==> config.mk <==
export PLATFORM = sky130hd
export DESIGN_NAME = sdr_init_seq
export DESIGN_NICKNAME = d
export VERILOG_FILES = /design/src/rtl/sdr_init_seq.sv
export SDC_FILE = /design/constraint.sdc
export NUM_CORES = 1
export LEC_CHECK = 0
export ABC_AREA = 1
export ABC_CLOCK_PERIOD_IN_PS = 2700
export BUFFER_PORTS_ARGS = -buffer_cell sky130_fd_sc_hd__buf_2
export CORE_AREA = 2 2 97 62
export CTS_CLUSTER_DIAMETER = 60
export DETAILED_ROUTE_END_ITERATION = 10
export DIE_AREA = 0 0 99 64
export PLACE_DENSITY_LB_ADDON = 0.15
export SLEW_MARGIN = 20
export SYNTH_ARGS = -nofsm -noshare
export SYNTH_HDL_FRONTEND = slang
export SYNTH_SLANG_ARGS = --single-unit
==> constraint.sdc <==
create_clock -name sdram_clk -period 2.7 [get_ports sdram_clk]
set_input_delay 0.135 -clock sdram_clk [delete_from_list [all_inputs] [get_ports sdram_clk]]
set_output_delay 0.135 -clock sdram_clk [all_outputs]
set_load 0.03 [all_outputs]
==> src/rtl/sdr_init_seq.sv <==
// SDRAM power-up initialisation sequencer: NOP wait, PRECHARGE ALL, N x AUTO REFRESH,
// LOAD MODE, then hands the bus to the scheduler. Re-init from DONE skips the power-up wait.
module sdr_init_seq #(
    parameter int unsigned SDR_ADDR_W = 13,
    parameter int unsigned SDR_BA_W   = 2,
    parameter int unsigned PWRUP_CYC  = 600
) (
    input  logic                  sdram_clk,
    input  logic                  sdram_rst,
    input  logic [3:0]            cfg_trp_d,
    input  logic [3:0]            cfg_trfc_d,
    input  logic [3:0]            cfg_tmrd_d,
    input  logic [3:0]            cfg_ref_cnt,
    input  logic [SDR_ADDR_W-1:0] cfg_mode_reg,
    input  logic                  init_req,
    output logic                  sdr_cke,
    output logic                  sdr_cs_n,
    output logic                  sdr_ras_n,
    output logic                  sdr_cas_n,
    output logic                  sdr_we_n,
    output logic [SDR_ADDR_W-1:0] sdr_addr,
    output logic [SDR_BA_W-1:0]   sdr_ba,
    output logic                  init_busy,
    output logic                  init_done
);
    localparam int unsigned PWR_W = $clog2(PWRUP_CYC + 1);

    localparam logic [3:0] CMD_NOP      = 4'b0111;
    localparam logic [3:0] CMD_PRE      = 4'b0010;
    localparam logic [3:0] CMD_REF      = 4'b0001;
    localparam logic [3:0] CMD_LMR      = 4'b0000;
    localparam logic [3:0] CMD_DESELECT = 4'b1111;

    localparam logic [SDR_ADDR_W-1:0] PRE_ALL_ADDR = SDR_ADDR_W'(32'h400);

    typedef enum logic [3:0] {
        ST_RST, ST_PWRUP, ST_PRE, ST_TRP, ST_REF, ST_TRFC, ST_LMR, ST_TMRD, ST_DONE
    } state_t;

    state_t                state, state_nx;
    logic [PWR_W-1:0]      pwr_cnt, pwr_cnt_nx;
    logic [3:0]            dly_cnt, dly_cnt_nx;
    logic [3:0]            ref_cnt, ref_cnt_nx;
    logic [3:0]            trp_q, trp_nx, trfc_q, trfc_nx, tmrd_q, tmrd_nx, refs_q, refs_nx;
    logic [SDR_ADDR_W-1:0] mode_q, mode_nx;
    logic [3:0]            ref_tgt;
    logic                  capture;

    logic                  cke_nx, busy_nx, done_nx;
    logic [3:0]            cmd_nx;
    logic [SDR_ADDR_W-1:0] addr_nx;
    logic [SDR_BA_W-1:0]   ba_nx;

    // Zero-length timing gaps are stretched to one NOP cycle.
    function automatic logic [3:0] min1(input logic [3:0] v);
        return (v == 4'd0) ? 4'd1 : v;
    endfunction

    assign ref_tgt = (refs_q < 4'd2) ? 4'd2 : refs_q;

    always_ff @(posedge sdram_clk) begin
        if (sdram_rst) begin
            state     <= ST_RST;
            pwr_cnt   <= '0;
            dly_cnt   <= '0;
            ref_cnt   <= '0;
            trp_q     <= '0;
            trfc_q    <= '0;
            tmrd_q    <= '0;
            refs_q    <= '0;
            mode_q    <= '0;
            sdr_cke   <= 1'b0;
            {sdr_cs_n, sdr_ras_n, sdr_cas_n, sdr_we_n} <= CMD_DESELECT;
            sdr_addr  <= '0;
            sdr_ba    <= '0;
            init_busy <= 1'b0;
            init_done <= 1'b0;
        end else begin
            state     <= state_nx;
            pwr_cnt   <= pwr_cnt_nx;
            dly_cnt   <= dly_cnt_nx;
            ref_cnt   <= ref_cnt_nx;
            trp_q     <= trp_nx;
            trfc_q    <= trfc_nx;
            tmrd_q    <= tmrd_nx;
            refs_q    <= refs_nx;
            mode_q    <= mode_nx;
            sdr_cke   <= cke_nx;
            {sdr_cs_n, sdr_ras_n, sdr_cas_n, sdr_we_n} <= cmd_nx;
            sdr_addr  <= addr_nx;
            sdr_ba    <= ba_nx;
            init_busy <= busy_nx;
            init_done <= done_nx;
        end
    end

    // Next state and counters; outputs are decoded from the next state so they register in step.
    always_comb begin
        state_nx   = state;
        pwr_cnt_nx = pwr_cnt;
        dly_cnt_nx = dly_cnt;
        ref_cnt_nx = ref_cnt;
        capture    = 1'b0;

        case (state)
            ST_RST: begin
                state_nx   = ST_PWRUP;
                pwr_cnt_nx = PWR_W'(PWRUP_CYC - 1);
                capture    = 1'b1;
            end
            ST_PWRUP: begin
                if (pwr_cnt == '0) state_nx = ST_PRE;
                else               pwr_cnt_nx = pwr_cnt - PWR_W'(1);
            end
            ST_PRE: begin
                state_nx   = ST_TRP;
                dly_cnt_nx = 4'(min1(trp_q) - 4'd1);
                ref_cnt_nx = 4'd0;
            end
            ST_TRP: begin
                if (dly_cnt == 4'd0) state_nx = ST_REF;
                else                 dly_cnt_nx = dly_cnt - 4'd1;
            end
            ST_REF: begin
                state_nx   = ST_TRFC;
                dly_cnt_nx = 4'(min1(trfc_q) - 4'd1);
                if (ref_cnt != 4'hf) ref_cnt_nx = ref_cnt + 4'd1;
            end
            ST_TRFC: begin
                if (dly_cnt == 4'd0) state_nx = (ref_cnt < ref_tgt) ? ST_REF : ST_LMR;
                else                 dly_cnt_nx = dly_cnt - 4'd1;
            end
            ST_LMR: begin
                state_nx   = ST_TMRD;
                dly_cnt_nx = 4'(min1(tmrd_q) - 4'd1);
            end
            ST_TMRD: begin
                if (dly_cnt == 4'd0) state_nx = ST_DONE;
                else                 dly_cnt_nx = dly_cnt - 4'd1;
            end
            ST_DONE: begin
                if (init_req) begin
                    state_nx = ST_PRE;
                    capture  = 1'b1;
                end
            end
            default: state_nx = ST_RST;
        endcase

        trp_nx  = capture ? cfg_trp_d    : trp_q;
        trfc_nx = capture ? cfg_trfc_d   : trfc_q;
        tmrd_nx = capture ? cfg_tmrd_d   : tmrd_q;
        refs_nx = capture ? cfg_ref_cnt  : refs_q;
        mode_nx = capture ? cfg_mode_reg : mode_q;

        cke_nx  = 1'b1;
        cmd_nx  = CMD_NOP;
        addr_nx = '0;
        ba_nx   = '0;
        busy_nx = 1'b1;
        done_nx = 1'b0;
        case (state_nx)
            ST_RST: begin
                cke_nx  = 1'b0;
                cmd_nx  = CMD_DESELECT;
                busy_nx = 1'b0;
            end
            ST_PRE: begin
                cmd_nx  = CMD_PRE;
                addr_nx = PRE_ALL_ADDR;
            end
            ST_REF:  cmd_nx = CMD_REF;
            ST_LMR: begin
                cmd_nx  = CMD_LMR;
                addr_nx = mode_q;
            end
            ST_DONE: begin
                busy_nx = 1'b0;
                done_nx = 1'b1;
            end
            default: ;
        endcase
    end
endmodule

* Word-level counts from Yosys, hierarchy flattened
Cells that the tools add are included.
** Operators by class
- Add/sub/neg operators :: 6
- Magnitude comparators :: 2
- Eq/ne operators :: 16
- Mux-type cells :: 24
- Reductions and logical operators :: 15
** Operator list (number)
- $mux W4 :: 11
- $pmux W4 S9 :: 1
- $pmux W4 S4 :: 2
- $pmux W13 S2 :: 1
- $eq A4 B3 Y1 const B :: 6
- $logic_not A4 Y1 :: 6
- $pmux W10 S2 :: 1
- $sub A4 B1 Y4 const B :: 4
- $eq A4 B2 Y1 const B :: 3
- $logic_not A10 Y1 :: 1
- $mux W10 :: 1
- $sub A10 B1 Y10 const B :: 1
- $eq A4 B4 Y1 const B :: 2
- $pmux W4 S2 :: 1
- $ne A2 B2 Y1 const B :: 3
- $reduce_and A2 Y1 :: 3
- $add A4 B1 Y4 const B :: 1
- $eq A4 B1 Y1 const B :: 1
- $lt A4 B2 Y1 const B :: 1
- $lt A4 B4 Y1 :: 1
- $mux W1 :: 4
- $ne A4 B4 Y1 const B :: 1
- $reduce_bool A2 Y1 :: 2
- $reduce_bool A4 Y1 :: 1
- 4 further kinds :: 4
** Storage, ports and cells
- Flip-flop bits (word level) :: 71
- Output and inout port bits :: 22

* Longest topological paths before layout
Gate-level depths: netlist (run 1).
- Depth after elaboration :: 9
- Mapped depth :: 12

* Least setup slack after synthesis (run 1)
No wires, ideal clock.
- Path kind :: register to register
- From :: register state[0]
- To :: register dly_cnt[2]
- Setup time :: 0.056 ns
- Arrival :: 1.617 ns
- Required time :: 2.644 ns
- Path slack :: 1.027 ns
- Stages on the path, launching flop included :: 13
- Path buffers :: 1
- Clock period less this slack :: 1.673 ns
- Path through :: dfxtp_1 buf_6 nor2_1 inv_1 nor2_1 nand2_1 nand2_1 o21bai_1 ha_1 nand3b_1 nand3_1 nand2_1 inv_1
** Between the ends
- Longest elaborated chain between the ends :: 4
- Elaborated cells between the ends (all ways) :: 11
- Those cells by class :: 7 x eq/ne; 1 x mux; 3 x reduce/logical
** Ends and longest elaborated chain
- start: declaration :: line 40 : state_t state, state_nx;
- start signal: assignment :: line 79 : state <= state_nx;
- $eq A4 B3 Y1 or $eq A4 B2 Y1 (tied branches) :: line 105 : case (state)
- $reduce_or A3 Y1 (no line)
- $ne A2 B2 Y1 (no line) or $reduce_bool A4 Y1 (tied branches)
- $reduce_and A2 Y1 (no line)
- end signal: assignment :: line 81 : dly_cnt <= dly_cnt_nx;
- end: declaration :: line 42 : logic [3:0] dly_cnt, dly_cnt_nx;
Several ways; a longest one is shown, not always the timed one.
A chain may end at the register's enable or synchronous reset.

* Final worst setup path (run 1)
- From :: register pwr_cnt[0]
- To :: register sdr_addr[7]
** Between the ends
- Longest elaborated chain between the ends :: 5
- Elaborated cells between the ends (all ways) :: 6
- Those cells by class :: 2 x eq/ne; 3 x mux; 1 x reduce/logical
** Ends and longest elaborated chain
- start: declaration :: line 41 : logic [PWR_W-1:0] pwr_cnt, pwr_cnt_nx;
- start signal: assignment :: line 80 : pwr_cnt <= pwr_cnt_nx;
- $logic_not A10 Y1 * :: line 112 : if (pwr_cnt == '0) state_nx = ST_PRE;
- $mux W4 * :: line 112
- $pmux W4 S9 * :: line 105
- $eq A4 B3 Y1 or $eq A4 B2 Y1 (tied branches) :: line 162 : case (state_nx)
- $pmux W13 S2 * :: line 162
- end signal: assignment :: line 90 : sdr_addr <= addr_nx;
- end: declaration :: line 21 : output logic [SDR_ADDR_W-1:0] sdr_addr,
Mark *: on every way between the ends. The rest lies on a longest branch, timed or not.

==> results of run 1 <==
[cell families (layout without fill, tap and decap cells)]
kind of cell    Yosys count  count (layout)  share of synthesized area (%)
simple gates            159             159                           23.1
compound gates          100             100                           16.8
buf+inv                  80             134                           10.6
flops                    71              71                           45.2
xor+xnor                  7               7                           1.95
fa+ha+maj                 6               6                           2.38
other cells               1               2                          0.119
[layer usage]
layer,GRT usage [%],wire [um]
met4,7.36,46
met1,31.8,3500
met5,0,0
met3,7.22,382
met2,37.2,3110
[cell type report]
cell class,instances,area (um2)
Clock inverter,5,56.3
Tap cell,69,86.3
Fill cell,460,1740
Timing Repair Buffer,54,290
Sequential cell,71,1420
Multi-Input combinational cell,274,1400
Inverter,64,241
Clock buffer,11,151
[power by group]
part           total [uW]  internal, uW  switching, uW  leakage, uW
logic                 584           210            374     0.000956
registers            1230          1160           76.1     0.000584
clock network         865           475            390     0.000105
total                2680          1840            840      0.00165
[worst max path at each step]
| stage | from | end | slack [ns] | cells past startpoint |
|---|---|---|---|---|
| 3_5_place_dp | pwr_cnt[0]$_SDFFE_PP0P_ | sdr_addr[5]$_SDFF_PP0_ | 0.64 | 10 |
| 6_report | pwr_cnt[0]$_SDFFE_PP0P_ | sdr_addr[7]$_SDFF_PP0_ | 0.63 | 10 |
| 2_1_floorplan | state[0]$_SDFF_PP0_ | dly_cnt[2]$_SDFFE_PP0P_ | 1.03 | 12 |
| 4_1_cts | pwr_cnt[0]$_SDFFE_PP0P_ | sdr_addr[5]$_SDFF_PP0_ | 0.62 | 10 |
| 3_3_place_gp | pwr_cnt[0]$_SDFFE_PP0P_ | sdr_addr[6]$_SDFF_PP0_ | 0.74 | 10 |
| 5_1_grt | pwr_cnt[0]$_SDFFE_PP0P_ | sdr_addr[4]$_SDFF_PP0_ | 0.39 | 10 |
[worst register-to-register path, cell delays in order (launching register included)]
cell and delay, ns:
sky130_fd_sc_hd__dfxtp_1 0.31, sky130_fd_sc_hd__inv_1 0.12, sky130_fd_sc_hd__ha_1 0.25, sky130_fd_sc_hd__nand2_2 0.11, sky130_fd_sc_hd__nor2_4 0.14, sky130_fd_sc_hd__nand3_1 0.07, sky130_fd_sc_hd__nand2_1 0.13, sky130_fd_sc_hd__inv_2 0.08
sky130_fd_sc_hd__nor3_4 0.22, sky130_fd_sc_hd__nand3_2 0.38, sky130_fd_sc_hd__nor2_2 0.19
[registers in the layout (all words and copies together) (netlist names)]
| register | count |
|---|---|
| tmrd_q | 4 |
| trfc_q | 4 |
| init_done | 1 |
| pwr_cnt | 10 |
| sdr_ras_n | 1 |
| dly_cnt | 4 |
| init_busy | 1 |
| mode_q | 13 |
| sdr_cs_n | 1 |
| sdr_we_n | 1 |
| trp_q | 4 |
| refs_q | 4 |
| sdr_cke | 1 |
| ref_cnt | 4 |
| sdr_addr | 13 |
| sdr_cas_n | 1 |
| state | 4 |
[cell usage in the layout, fill, tap and decap left out, types with 2 or more instances in the layout]
master	Yosys	routed
sky130_fd_sc_hd__a21oi_1	48	48
sky130_fd_sc_hd__nand3_1	15	14
sky130_fd_sc_hd__nor2_2	13	13
sky130_fd_sc_hd__ha_1	6	6
sky130_fd_sc_hd__xor2_1	4	4
sky130_fd_sc_hd__clkbuf_8	0	11
sky130_fd_sc_hd__clkinv_2	1	3
sky130_fd_sc_hd__inv_1	57	57
sky130_fd_sc_hd__buf_2	7	51
sky130_fd_sc_hd__nor3_1	3	3
sky130_fd_sc_hd__xnor2_1	3	3
sky130_fd_sc_hd__nor2_1	38	38
sky130_fd_sc_hd__or2_1	2	2
sky130_fd_sc_hd__nand3_2	2	3
sky130_fd_sc_hd__buf_4	2	2
sky130_fd_sc_hd__nand4_1	9	9
sky130_fd_sc_hd__nand2_2	3	3
sky130_fd_sc_hd__nand2_1	70	70
sky130_fd_sc_hd__dfxtp_1	71	71
sky130_fd_sc_hd__inv_2	6	6
sky130_fd_sc_hd__o21ai_0	45	45
sky130_fd_sc_hd__conb_1	1	2
[through the flow]
stage	total power (uW)	cell area [um2]
after floorplan	1690	3150
after global placement	1820	3440
after detailed placement	1830	3440
after CTS	2700	3650
after global routing	2860	3650
final	2680	3650
==> impl_metrics.ini, run 1 <==
[final_layout]
area_overhead_vs_synth_pct = 15.9
post_route_cells_drive_above_1_share_pct = 21.1
layoutNonFillerInstCount = 548
finalCoreUtilization_pct = 67.8
finalNetCount = 512
antenna_cells_inserted = 0

[clock_network]
post_cts_setup_buffer_count = 0
numCtsBuffers = 9
cts_root_buf = sky130_fd_sc_hd__clkbuf_8
post_cts_resized = 0
clk_pin_slew_worst_paths_ns = 0.07
ctsHoldBuffers = 0
clockBufferDepth = 2
clkSinkCount = 71
cts_tree = yes
clock_insertion_delay_worst_skew_ns = 0.34
clock_tree.htree_level_count = 3

[worst_setup_path]
r2r_cells = 10
crit_family = simple AND/OR/NAND/NOR gates
arrival_time_worst_endpoint_ns = 2.34
cp.buffers_inverters = 2
worst_path_max_delay_cell = sky130_fd_sc_hd__nand3_2
max_stage_delay_ns = 0.38
path_class = reg2reg
crit_chain = inv_1, ha_1, nand2_2, nor2_4, nand3_1, nand2_1, inv_2, nor3_4, nand3_2, nor2_2
crit_required_ns = 2.97
worst_r2r_startpoint = pwr_cnt[0]$_SDFFE_PP0P_
cp-end-kind = flip-flop
reg2reg_slack_ns = 0.63
worst-path-max-fanout = 13
critical_path.reg2reg.endpoint = sdr_addr[7]$_SDFF_PP0_
worstSetupStartpointType = flip-flop

[floorplan]
die_area_um2 = 6340
core_area_um2 = 5390
rows = 21
die_h_um = 64
floorplan.die.width_um = 99
floorplan.initialDensity_pct = 58.4
io-pin-count = 54

[detailed_routing]
post_drt_antenna_nets = 0
routed_wl_um = 7040
drt_iter0_markers = 140
vias_per_cell = 5.04
drt-pass1-iter-count = 4
drt_drc_violations_left = 0
via_count = 2762
wire_per_inst_um = 12.8

[worst_hold_path]
hold_end = mode_q[0]$_SDFFE_PP0P_
worst_hold_path.num_cells = 3
timing.hold.worst.start = cfg_mode_reg[0]
worst_hold_path_type = in2reg

[sta]
fin_hold_ws_ns = 0.0658
setup_tns_ns = 0
fmax_mhz = 484
setup_viol = 0
drv_slew = 0
worst_clock_skew_ns = 0.00778
setup_repair_after_global_routing_missed_its_margin = no
final_report_hold_violation_count = 0
finalCritPeriodShare_pct = 76.6
finalCriticalPeriod_ns = 2.07
final_ws_setup_ns = 0.633

[synthesis]
cell_with_the_most_instances_after_synthesis = sky130_fd_sc_hd__dfxtp_1
synthTopCellsByArea = sky130_fd_sc_hd__dfxtp_1 45%, sky130_fd_sc_hd__nand2_1 8.3%, sky130_fd_sc_hd__a21oi_1 7.6%
synthCells = 424
synth_largest_type_area_fraction_pct = 45.2
synth_seq_area_share_pct = 45.2
synth-seq-cells = 71
synth-async-reset-ratio_pct = 0
leading_post_synthesis_cells_by_instance_count = 71 x sky130_fd_sc_hd__dfxtp_1, 70 x sky130_fd_sc_hd__nand2_1, 57 x sky130_fd_sc_hd__inv_1
synth_edf_count = 0
synth_ff_type = sky130_fd_sc_hd__dfxtp_1
synthDistinctLibCells = 34
post-synth-top-area-cell = sky130_fd_sc_hd__dfxtp_1
mappedNetlistArea_um2 = 3150
synth_area_per_cell_um2 = 7.42
yosys_warnings = 0

[placed_design]
gp_congestion = 0.891
place.detailed.hpwl_um = 5140
pre_cts_slack_ns = 0.643
buffer_ports.inserted = 51
post-place-cells = 532

[global_route]
track_usage_pct = 23.8
grt_first_pass_wirelength_um = 11800
number_of_global_route_vias_before_repair = 2563
globalRoute.totalOverflow = 0
pin_count_of_the_biggest_net_entering_global_routing = 35
antenna_found_initial = 0

[power]
p_leak_uw = 0.00165
worst_ir_drop_vdd_mv = 0.460
p_per_area_nw_per_um2 = 735

[outcome]
run_status = complete, no violations

[flow_run]
drv.max_cap_violation_count = 0
Power figures use the tool's default switching activity.
==> run 2, diff against run 1 <==
Settings changed: ABC_CLOCK_PERIOD_IN_PS 2700 to 1900, CORE_AREA 2 2 97 62 to 2 2 106 67, DIE_AREA 0 0 99 64 to 0 0 108 69.
Clock period 2.7 ns to 1.9 ns, I/O delays scaled along.
==> run 2 against run 1 <==
Effect of this change:
- worst hold slack lost 0.038 ns
- clock skew is 0.0032 ns higher
- critical path depth up 1
- critical endpoint is now sdr_addr[12]$_SDFF_PP0_
==> impl_metrics.ini, run 2 (same netlist as run 1, synthesis figures left out) <==
[detailed_routing]
wire_length_on_met2_um = 2940
vias_per_cell = 4.86
routed_wl_um = 7090
highest-signal-layer = met4
via_count = 2782
drt_drc_violations_left = 0
drt_iter0_markers = 223
post_drt_antenna_nets = 0
route.met3.wl_um = 583
routedLengthMet1_um = 3520
wire_per_inst_um = 12.4
drt-pass1-iter-count = 4

[final_layout]
design_area_um2 = 3760
layout.filler_cells = 613
most_common_cell_after_layout_fill_and_taps_aside = sky130_fd_sc_hd__nand2_1
layout.cells.most_common_list = 70 x sky130_fd_sc_hd__nand2_1, 69 x sky130_fd_sc_hd__dfxtp_1, 56 x sky130_fd_sc_hd__inv_1, 51 x sky130_fd_sc_hd__buf_2, 47 x sky130_fd_sc_hd__a21oi_1
area_overhead_vs_synth_pct = 19.4
antenna_cells_inserted = 0
largest_registers = mode_q (13), sdr_addr (13), pwr_cnt (10)
post_route_cells_drive_above_1_share_pct = 23.7
finalNetCount = 519
footprint_of_the_multi_input_gates_um2 = 1440
register_area_um2 = 1420

[worst_setup_path]
cp-end-kind = flip-flop
arrival_time_worst_endpoint_ns = 2.06
worstSetupStartpointType = flip-flop
critical_path.endpoint = sdr_addr[12]$_SDFF_PP0_
crit_required_ns = 2.18
r2r_cells = 11
reg2reg_slack_ns = 0.12
worst-path-max-fanout = 8
critical_path.reg2reg.endpoint = sdr_addr[12]$_SDFF_PP0_
worstSetupStartpoint = pwr_cnt[0]$_SDFFE_PP0P_
path_class = reg2reg
worst_r2r_startpoint = pwr_cnt[0]$_SDFFE_PP0P_

[global_route]
pin_count_of_the_biggest_net_entering_global_routing = 59
number_of_global_route_vias_before_repair = 2412
globalRoute.totalOverflow = 0
antenna_found_initial = 0
grt_first_pass_wirelength_um = 11500
track_usage_pct = 19.8

[floorplan]
floorplan.initialDensity_pct = 48.6
rows = 23
core_area_um2 = 6470
floorplan.die.width_um = 108
io-pin-count = 54
die_area_um2 = 7450
die_h_um = 69

[placed_design]
pre_cts_slack_ns = -0.101
buffer_ports.inserted = 51
place.detailed.hpwl_um = 5250
dpl-instance-area_um2 = 3490
gp_congestion = 0.875

[clock_network]
clkSinkCount = 71
clock_tree.htree_level_count = 3
cts_tree = yes
numCtsBuffers = 9
cts_root_buf = sky130_fd_sc_hd__clkbuf_8
clock_insertion_delay_worst_skew_ns = 0.34
clockBufferDepth = 2
clk_pin_slew_worst_paths_ns = 0.08
ctsHoldBuffers = 0

[power]
p_leak_uw = 0.00168
worst_ir_drop_vdd_mv = 0.428
p_per_area_nw_per_um2 = 1030

[sta]
setup_viol = 0
final_ws_setup_ns = 0.120
final_report_hold_violation_count = 0
drv_slew = 0
finalCritPeriodShare_pct = 93.7
worst_clock_skew_ns = 0.0110
setup_tns_ns = 0
fmax_mhz = 562
setup_repair_after_global_routing_missed_its_margin = no
finalCriticalPeriod_ns = 1.78
fin_hold_ws_ns = 0.0277

[outcome]
run_status = complete, no violations

[flow_run]
drv.max_cap_violation_count = 0

[worst_hold_path]
worst_hold_path_type = in2reg
-- run 2: cell types whose count changed in the layout (fill, tap and decap cells not counted), moves of 2 or more --
| cell | change |
|---|---|
| sky130_fd_sc_hd__buf_4 | +7 |
| sky130_fd_sc_hd__clkinv_2 | -2 |
| sky130_fd_sc_hd__dfxtp_1 | -2 |
| sky130_fd_sc_hd__dfxtp_2 | +2 |
| sky130_fd_sc_hd__nor2_1 | -2 |
| sky130_fd_sc_hd__nor2_2 | +2 |
-- run 2: worst min-delay path by stage --
stage	startpoint	to	cells after the start
floorplan	sdram_rst	sdr_cke$_SDFF_PP0_	1
global placement	cfg_ref_cnt[0]	refs_q[0]$_SDFFE_PP0P_	3
detailed placement	cfg_ref_cnt[1]	refs_q[1]$_SDFFE_PP0P_	3
CTS	cfg_ref_cnt[1]	refs_q[1]$_SDFFE_PP0P_	3
global route	cfg_mode_reg[8]	mode_q[8]$_SDFFE_PP0P_	3
finish	cfg_ref_cnt[1]	refs_q[1]$_SDFFE_PP0P_	3
-- run 2: critical path, cell delays in order (launching register included) --
cell and delay, ns:
sky130_fd_sc_hd__dfxtp_1 0.32, sky130_fd_sc_hd__inv_2 0.10, sky130_fd_sc_hd__ha_4 0.16, sky130_fd_sc_hd__nand2_2 0.08, sky130_fd_sc_hd__nor2_4 0.13, sky130_fd_sc_hd__nand3_1 0.07
sky130_fd_sc_hd__nand2_1 0.12, sky130_fd_sc_hd__inv_2 0.07, sky130_fd_sc_hd__nor3_4 0.26, sky130_fd_sc_hd__nand3_4 0.11, sky130_fd_sc_hd__buf_4 0.20, sky130_fd_sc_hd__nor2_2 0.08
-- run 2: metrics by stage --
step                      power [uW]  std cells  utilization (%)
after floorplan                 2410        425                -
after global placement          2600        553             53.9
after detailed placement        2620        553             53.9
after CTS                       3850        568             57.1
after global routing            4110        572             58.0
final                           3850        572             58.0
-- run 2: layout make-up --
class / instances / share of cell area [%]
multi-input cells: 274 / 38.2
well taps: 87 / 2.90
clock inverters: 4 / 1.43
flip-flops and latches: 71 / 37.9
inverters: 64 / 6.43
repair buffers: 61 / 9.12
clock buffers: 11 / 4.03
-- run 2: what timing repair did --
item | in CTS | in global routing
setup endpoints to repair | 13 | 18
hold endpoints to repair | 0 | 0
buffers inserted | 0 | 4
gates resized for setup | 1 | 9
pin swaps | 0 | 3
-- run 2: layer usage --
layer / global-route usage (%) / up-vias
li1: - / 1469
met1: 30.3 / 1226
met2: 26.8 / 82
met3: 5.77 / 5
met4: 5.13 / 0
met5: 0 / -
-- run 2: where the power goes --
group / internal (uW) / leakage [uW] / switching, uW
logic: 337 / 0.000993 / 544
clock network: 675 / 0.0000980 / 550
registers: 1640 / 0.000585 / 103
==> run 3, diff against run 2 <==
Settings changed: ABC_AREA 1 to not set, CORE_AREA 2 2 106 67 to 2 2 104 66, DIE_AREA 0 0 108 69 to 0 0 106 68.
==> run 3 against run 2 <==
Effect of this change:
- power is 6.2% lower
- largest cell class unchanged
- die area is 3.3% lower
- maximum frequency is 1.8% lower
- first-iteration DRC count is 50% lower
==> impl_metrics.ini, run 3 <==
[power]
p_per_area_nw_per_um2 = 885
worst_ir_drop_vdd_mv = 0.529
p_leak_uw = 0.00169

[floorplan]
io-pin-count = 54
core_area_um2 = 6360
floorplan.initialDensity_pct = 47.7
die_h_um = 68
die_area_um2 = 7210
floorplan.die.width_um = 106
rows = 23

[final_layout]
footprint_of_the_multi_input_gates_um2 = 1510
layout.filler_cells = 547
area_overhead_vs_synth_pct = 34.7
antenna_cells_inserted = 0
post_route_cells_drive_above_1_share_pct = 25.0
largest_registers = mode_q (13), sdr_addr (13), pwr_cnt (10)
finalNetCount = 497
layoutNonFillerInstCount = 551
most_common_cell_after_layout_fill_and_taps_aside = sky130_fd_sc_hd__nand2_1
register_area_um2 = 1420
layout.cells.most_common_list = 71 x sky130_fd_sc_hd__nand2_1, 69 x sky130_fd_sc_hd__dfxtp_1, 51 x sky130_fd_sc_hd__buf_2, 40 x sky130_fd_sc_hd__a21oi_1, 30 x sky130_fd_sc_hd__buf_4

[sta]
fin_hold_ws_ns = 0.00824
setup_tns_ns = 0
setup_repair_after_global_routing_missed_its_margin = no
worst_pin_slew_ns = 0.630
slew_headroom_pct = 57.5
fmax_mhz = 552
finalCritPeriodShare_pct = 95.4
drv_slew = 0
final_report_hold_violation_count = 0
setup_viol = 0
finalCriticalPeriod_ns = 1.81
worst_clock_skew_ns = 0.00714

[synthesis]
synthDistinctLibCells = 53
synth-async-reset-ratio_pct = 0
synthTopCellsByArea = sky130_fd_sc_hd__dfxtp_1 47%, sky130_fd_sc_hd__nand2_1 8.8%, sky130_fd_sc_hd__a21oi_1 6.8%
yosys.area_share.simple_pct = 24.1
yosys_warnings = 0
synth_largest_type_area_fraction_pct = 46.9
main_combinational_cell_family_by_area_after_synthesis = simple AND/OR/NAND/NOR gates
complex_gate_fraction_of_the_synthesized_area_pct = 17.1
synthCells = 361
yosys.area_share.adder_pct = 2.48
synth_mux_area_share_pct = 1.36
synth_area_per_cell_um2 = 8.40
synth_edf_count = 0
synth_ff_type = sky130_fd_sc_hd__dfxtp_1
mappedNetlistArea_um2 = 3030
synth_seq_area_share_pct = 46.9
synth-seq-cells = 71
post-synth-top-area-cell = sky130_fd_sc_hd__dfxtp_1
yosys.area_share.xor_xnor_pct = 3.18
leading_post_synthesis_cells_by_instance_count = 71 x sky130_fd_sc_hd__dfxtp_1, 71 x sky130_fd_sc_hd__nand2_1, 41 x sky130_fd_sc_hd__a21oi_1

[clock_network]
numCtsBuffers = 9
cts_tree = yes
clock_insertion_delay_worst_skew_ns = 0.34
clkSinkCount = 71
clockBufferDepth = 2
clock_tree.htree_level_count = 3
clk_pin_slew_worst_paths_ns = 0.07
cts_root_buf = sky130_fd_sc_hd__clkbuf_8

[detailed_routing]
routed_wl_um = 6990
via_count = 2778
drt_drc_violations_left = 0
drt_iter0_markers = 112
wire_per_inst_um = 12.7
vias_per_cell = 5.04
post_drt_antenna_nets = 0
drt-pass1-iter-count = 4

[worst_hold_path]
worst_hold_path_type = in2reg

[outcome]
run_status = complete, no violations

[placed_design]
place.detailed.hpwl_um = 4790
gp_congestion = 0.879
post-place-cells = 509
buffer_ports.inserted = 51

[global_route]
number_of_global_route_vias_before_repair = 2377
globalRoute.totalOverflow = 0
track_usage_pct = 20.0
pin_count_of_the_biggest_net_entering_global_routing = 30
grt_first_pass_wirelength_um = 11200
antenna_found_initial = 0

[worst_setup_path]
path_class = reg2reg
arrival_time_worst_endpoint_ns = 2.02
cp-end-kind = flip-flop
crit_required_ns = 2.11
worstSetupStartpointType = flip-flop
worst-path-max-fanout = 4

[flow_run]
drv.max_cap_violation_count = 0
-- run 3: changes by cell type in the layout (fill, tap and decap cells not counted), moves of 9 or more --
cell	delta
sky130_fd_sc_hd__and2_1	+14
sky130_fd_sc_hd__nor2_1	-15
sky130_fd_sc_hd__buf_4	+21
sky130_fd_sc_hd__nor3_1	+9
sky130_fd_sc_hd__nor2_2	-13
sky130_fd_sc_hd__o21ai_0	-36
sky130_fd_sc_hd__dlygate4sd3_1	+25
sky130_fd_sc_hd__inv_1	-45
-- run 3: kinds of logic after synthesis --
logic type	after synthesis
other	1
and+or+nand+nor	153
xor gates and xnor gates	11
muxes	4
adders and majority gates	6
DFF	71
buffers and inverters	34
AOI/OAI and AO/OA	81
-- run 3: timing repair --
item	4_1_cts	5_1_grt
buffers inserted	0	1
setup endpoints to repair	0	26
hold buffers	25	0
resized for setup	0	9
endpoints found under the hold margin	25	0
-- run 3: metal layers --
layer | track usage (%) | vias up | part of all wire (%)
li1 | - | 1439 | -
met3 | 6.10 | 6 | 4.1
met2 | 30.0 | 69 | 43
met5 | 0 | - | 0
met1 | 27.8 | 1264 | 52
met4 | 6.09 | 0 | 0.84
-- run 3: power by group --
| group | leakage (uW) | switching [uW] | internal (uW) |
|---|---|---|---|
| combinational | 0.00100 | 349 | 294 |
| clock | 0.000110 | 549 | 776 |
| sequential | 0.000582 | 70.9 | 1580 |
-- run 3: cell type report --
class	count	area share, %
Inverter	12	1.10
Multi-Input combinational cell	257	37.0
Timing Repair Buffer	108	18.9
Clock buffer	11	3.46
Clock inverter	5	1.99
Tap cell	87	2.67
Sequential cell	71	34.9
-- run 3: worst paths after layout --
path / to / slack [ns] / cells after the start / startpoint
setup / recovery: sdr_we_n$_SDFF_PP1_ / 0.09 / 5 / dly_cnt[0]$_SDFFE_PP0P_
hold / removal: tmrd_q[2]$_SDFFE_PP0P_ / 0.008 / 3 / cfg_tmrd_d[2]
setup reg to reg: sdr_we_n$_SDFF_PP1_ / 0.09 / 5 / dly_cnt[0]$_SDFFE_PP0P_
hold reg to reg: mode_q[6]$_SDFFE_PP0P_ / 0.45 / 2 / mode_q[6]$_SDFFE_PP0P_
-- run 3: metrics by stage --
stage	total power, uW	setup slack (ns)	util (%)	cell area [um2]
after floorplan	2050	0.0907	-	3040
after global placement	2240	0.121	56.0	3560
after detailed placement	2250	0.0664	56.0	3560
after CTS	3610	0.0333	63.5	4040
after global routing	3790	0.0161	64.2	4080
final	3620	0.0876	64.2	4080
-- run 3: worst max-delay path: stages (launching register included) --
cell and delay [ns]:
sky130_fd_sc_hd__dfxtp_1 0.31, sky130_fd_sc_hd__or3_1 0.42, sky130_fd_sc_hd__or3_4 0.39, sky130_fd_sc_hd__o211ai_1 0.32, sky130_fd_sc_hd__buf_4 0.18, sky130_fd_sc_hd__o211ai_1 0.07
